### src/rtl/viterbi_pkg.sv
// -----------------------------------------------------------------------------
// viterbi_pkg
//   Shared constants and helpers for the rate-1/2, K=3 hard-decision Viterbi
//   decoder (generators 7 and 5 octal).
//   - MW / TB_LEN   : path-metric width and survivor length
//   - G0 / G1       : generator taps applied to {u, s[1], s[0]}
//   - branch_out()  : encoder output for input u leaving state s
//   - hamming2()    : 2-bit Hamming distance (branch metric, 0..2)
//   - sat_add()     : path metric + branch metric, clamped at 2^MW-1
// -----------------------------------------------------------------------------
package viterbi_pkg;

  localparam int MW         = 4;
  localparam int TB_LEN     = 8;
  localparam int NUM_STATES = 4;

  localparam logic [2:0] G0 = 3'b111;
  localparam logic [2:0] G1 = 3'b101;

  typedef logic [MW-1:0] metric_t;

  localparam metric_t PM_MAX = '1;

  // Encoder shift register is {u, s[1], s[0]}; each generator is a parity tap.
  function automatic logic [1:0] branch_out(input logic u, input logic [1:0] s);
    logic [2:0] r;
    r = {u, s};
    return {^(r & G0), ^(r & G1)};
  endfunction

  function automatic logic [1:0] hamming2(input logic [1:0] a, input logic [1:0] b);
    logic [1:0] x;
    x = a ^ b;
    return {1'b0, x[1]} + {1'b0, x[0]};
  endfunction

  // Metrics are never normalised, so they clamp instead of wrapping.
  function automatic metric_t sat_add(input metric_t pm, input logic [1:0] bm);
    logic [MW:0] sum;
    sum = {1'b0, pm} + {{(MW-1){1'b0}}, bm};
    return sum[MW] ? PM_MAX : sum[MW-1:0];
  endfunction

endpackage

### src/rtl/viterbi_acs.sv
// -----------------------------------------------------------------------------
// viterbi_acs
//   Add-compare-select for one trellis state.
//   pm_a/bm_a/surv_a : predecessor {p,0}   (wins ties)
//   pm_b/bm_b/surv_b : predecessor {p,1}
//   pm_out           : saturated winning candidate metric
//   surv_out         : survivor of the winning predecessor (not yet extended)
// -----------------------------------------------------------------------------
module viterbi_acs
  import viterbi_pkg::*;
(
  input  logic [MW-1:0]     pm_a,
  input  logic [MW-1:0]     pm_b,
  input  logic [1:0]        bm_a,
  input  logic [1:0]        bm_b,
  input  logic [TB_LEN-1:0] surv_a,
  input  logic [TB_LEN-1:0] surv_b,
  output logic [MW-1:0]     pm_out,
  output logic [TB_LEN-1:0] surv_out
);

  logic [MW-1:0] cand_a;
  logic [MW-1:0] cand_b;
  logic          pick_b;

  assign cand_a = sat_add(pm_a, bm_a);
  assign cand_b = sat_add(pm_b, bm_b);

  // Strict compare: equal candidates keep the {p,0} predecessor.
  assign pick_b   = (cand_b < cand_a);
  assign pm_out   = pick_b ? cand_b : cand_a;
  assign surv_out = pick_b ? surv_b : surv_a;

endmodule

### config.mk
export PLATFORM = sky130hd
export DESIGN_NAME = viterbi_acs
export DESIGN_NICKNAME = d
export VERILOG_FILES = /design/src/rtl/viterbi_pkg.sv /design/src/rtl/viterbi_acs.sv
export SDC_FILE = /design/constraint.sdc
export NUM_CORES = 1
export LEC_CHECK = 0
export ABC_CLOCK_PERIOD_IN_PS = 10100
export CAP_MARGIN = 15
export CORE_MARGIN = 3
export CORE_UTILIZATION = 37
export DETAILED_ROUTE_END_ITERATION = 10
export PLACE_DENSITY = 0.9
export SLEW_MARGIN = 10
export SYNTH_ARGS = -nofsm -noshare
export SYNTH_HDL_FRONTEND = slang
export SYNTH_SLANG_ARGS = --single-unit
### constraint.sdc
create_clock -name vclk -period 10.1
set_clock_uncertainty 0.2 [all_clocks]
set_input_delay 1.515 -clock vclk [all_inputs]
set_output_delay 1.515 -clock vclk [all_outputs]
set_load 0.005 [all_outputs]
==> impl_metrics.json <==
{
  "start_util_pct": 41.3,
  "drt_iter0_markers": 7,
  "dp_hpwl_um": 1360,
  "path_cells": "clkdlybuf4s50_1, ha_1, inv_1, fa_1, nand2b_1, o21ai_0, inv_1, ha_1, nor2b_1, a221o_1, a31oi_4, mux2_2, clkdlybuf4s50_1",
  "slew_headroom_pct": 74.0,
  "grt_pass1_vias": 586,
  "crit_fanout": 10,
  "layout.nets": 139,
  "drt_pass1_iterations": 4,
  "period_share_pct": 67.5,
  "cts_setup_buffers": 0,
  "path_depth": 13,
  "outcome": "complete, no violations",
  "hp-class": "input pin to output port",
  "crit_type": "input pin to output port",
  "fin_cells": 113,
  "setup_viol": 0,
  "peakVddDrop_uv": 47.7,
  "drc": 0,
  "die_width_um": 42.2,
  "grt_pass1_wl_um": 2530,
  "seqCellArea_um2": 0,
  "leakagePower_nw": 0.408,
  "hold_end": "surv_out[7]",
  "grt.total_usage_pct": 17.2,
  "tns_ps": 0,
  "n_clock_buffer": 0,
  "place_inst": 113,
  "holdPathStages": 3,
  "place_area_um2": 902,
  "die_area_um2": 1780,
  "yosysWarningCount": 0,
  "syn_inst": 59,
  "slowest_delay_ps": 460,
  "finalMaxSlewViolations": 0,
  "wl_um": 1520,
  "cp_data_required_time_ps": 8390,
  "postCtsHoldBufs": 0,
  "num_io_pins": 40,
  "overflow": 0,
  "grt_max_degree": 11,
  "wl_per_cell_um": 13.5,
  "synthToLayoutAreaGrowth_pct": 86.3,
  "cp.arrival_ps": 5100,
  "syn-cell-area_um2": 484,
  "final_cell_area_um2": 902,
  "syn-num-nets": 97,
  "rsz0062_at_grt": "false",
  "end_kind": "output port",
  "synth_top_area_share_pct": 25.6,
  "drv_cap": 0,
  "rows": 12,
  "ys_types": 19,
  "drive_above_1_share_pct": 12.1,
  "die_h_um": 42.2,
  "synthTopCellsByArea": "mux2_2, ha_1, inv_1",
  "synth.avg_cell_area_um2": 8.21,
  "hold_violations": 0,
  "antenna_found_initial": 0,
  "routed_via_density": 5.05,
  "diodes": 0,
  "ys_top_cells_by_count": "inv_1, mux2_2, ha_1",
  "core-area_um2": 1170,
  "gp_congestion": 0.794,
  "num_vias": 571,
  "worstHoldStart": "surv_b[7]",
  "design.seq.count": 0,
  "cp_top_family": "buffers and inverters",
  "ant_nets": 0,
  "seq_area_frac_synth_pct": 0,
  "p_per_area_nw_per_um2": 75.7,
  "cts_resized": 0,
  "period_needed_ps": 6820,
  "worstMarginPinSlew_ps": 390,
  "synth_top_area_cell": "mux2_2",
  "start_kind": "input pin",
  "cpMaxStageDelayCell": "clkdlybuf4s50_1",
  "numPortBuffers": 40,
  "yosysMostFrequentCell": "inv_1",
  "worst-path-buf-inv": 4,
  "fmax_mhz": 147
}
==> layer usage <==
metal | wire, µm | share of wire (%) | up-vias | track usage [%]
met5 | 0 | 0 | - | 0
met4 | 19 | 1.2 | 0 | 1.86
met3 | 177 | 12 | 2 | 6.44
met2 | 706 | 46 | 31 | 29.5
met1 | 621 | 41 | 251 | 20.9
li1 | - | - | 287 | -
==> layout by cell type, fill, tap and decap left out <==
cell type,count
a221o_1,2
o21ai_0,3
a31oi_4,1
a21oi_1,4
a21o_1,2
fa_1,2
mux2i_1,1
nand2_1,4
nor2b_1,1
a31oi_1,1
o2bb2ai_1,1
nand2b_1,2
and2_1,1
and2b_1,1
clkdlybuf4s50_1,40
nor2_1,1
inv_1,12
nand3b_1,1
mux2_2,11
ha_1,8
==> worst max-delay path by stage <==
stage,from,to
after CTS,pm_b[0],pm_out[1]
after global placement,pm_b[0],surv_out[3]
after floorplan,pm_b[0],pm_out[1]
after global routing,pm_b[0],surv_out[5]
final,pm_b[0],pm_out[1]
after detailed placement,pm_b[0],pm_out[1]
==> final cells by class <==
type	count	area (µm²)
repair buffers	40	400
well taps	14	17.5
fillers	88	269
inverters	12	45.0
multi-input cells	47	439
==> kinds of logic after synthesis <==
group / after synthesis / synth area share, %
simple gates: 11 / 12.1
mux: 12 / 27.6
fa+ha+maj: 10 / 28.9
compound gates: 14 / 22.0
buf+inv: 12 / 9.30
==> metrics by stage <==
step                      setup slack [ps]  util (%)  hold WS (ps)  power [mW]
final                                 3280      77.0          3900      0.0683
after global routing                  3130      77.0          3920      0.0742
after CTS                             3280      77.0          3900      0.0686
after detailed placement              3280      77.0          3900      0.0682
after global placement                3390      77.0          3890      0.0663
after floorplan                       4410         -          2960      0.0333
==> power breakdown <==
part / internal, mW / total [mW] / switching (mW)
Combinational: 0.0430 / 0.0682 / 0.0253
Sequential: 0 / 0 / 0
Clock: 0 / 0 / 0
Total: 0.0430 / 0.0682 / 0.0253
Note: power is estimated with default switching activity, not from simulation.
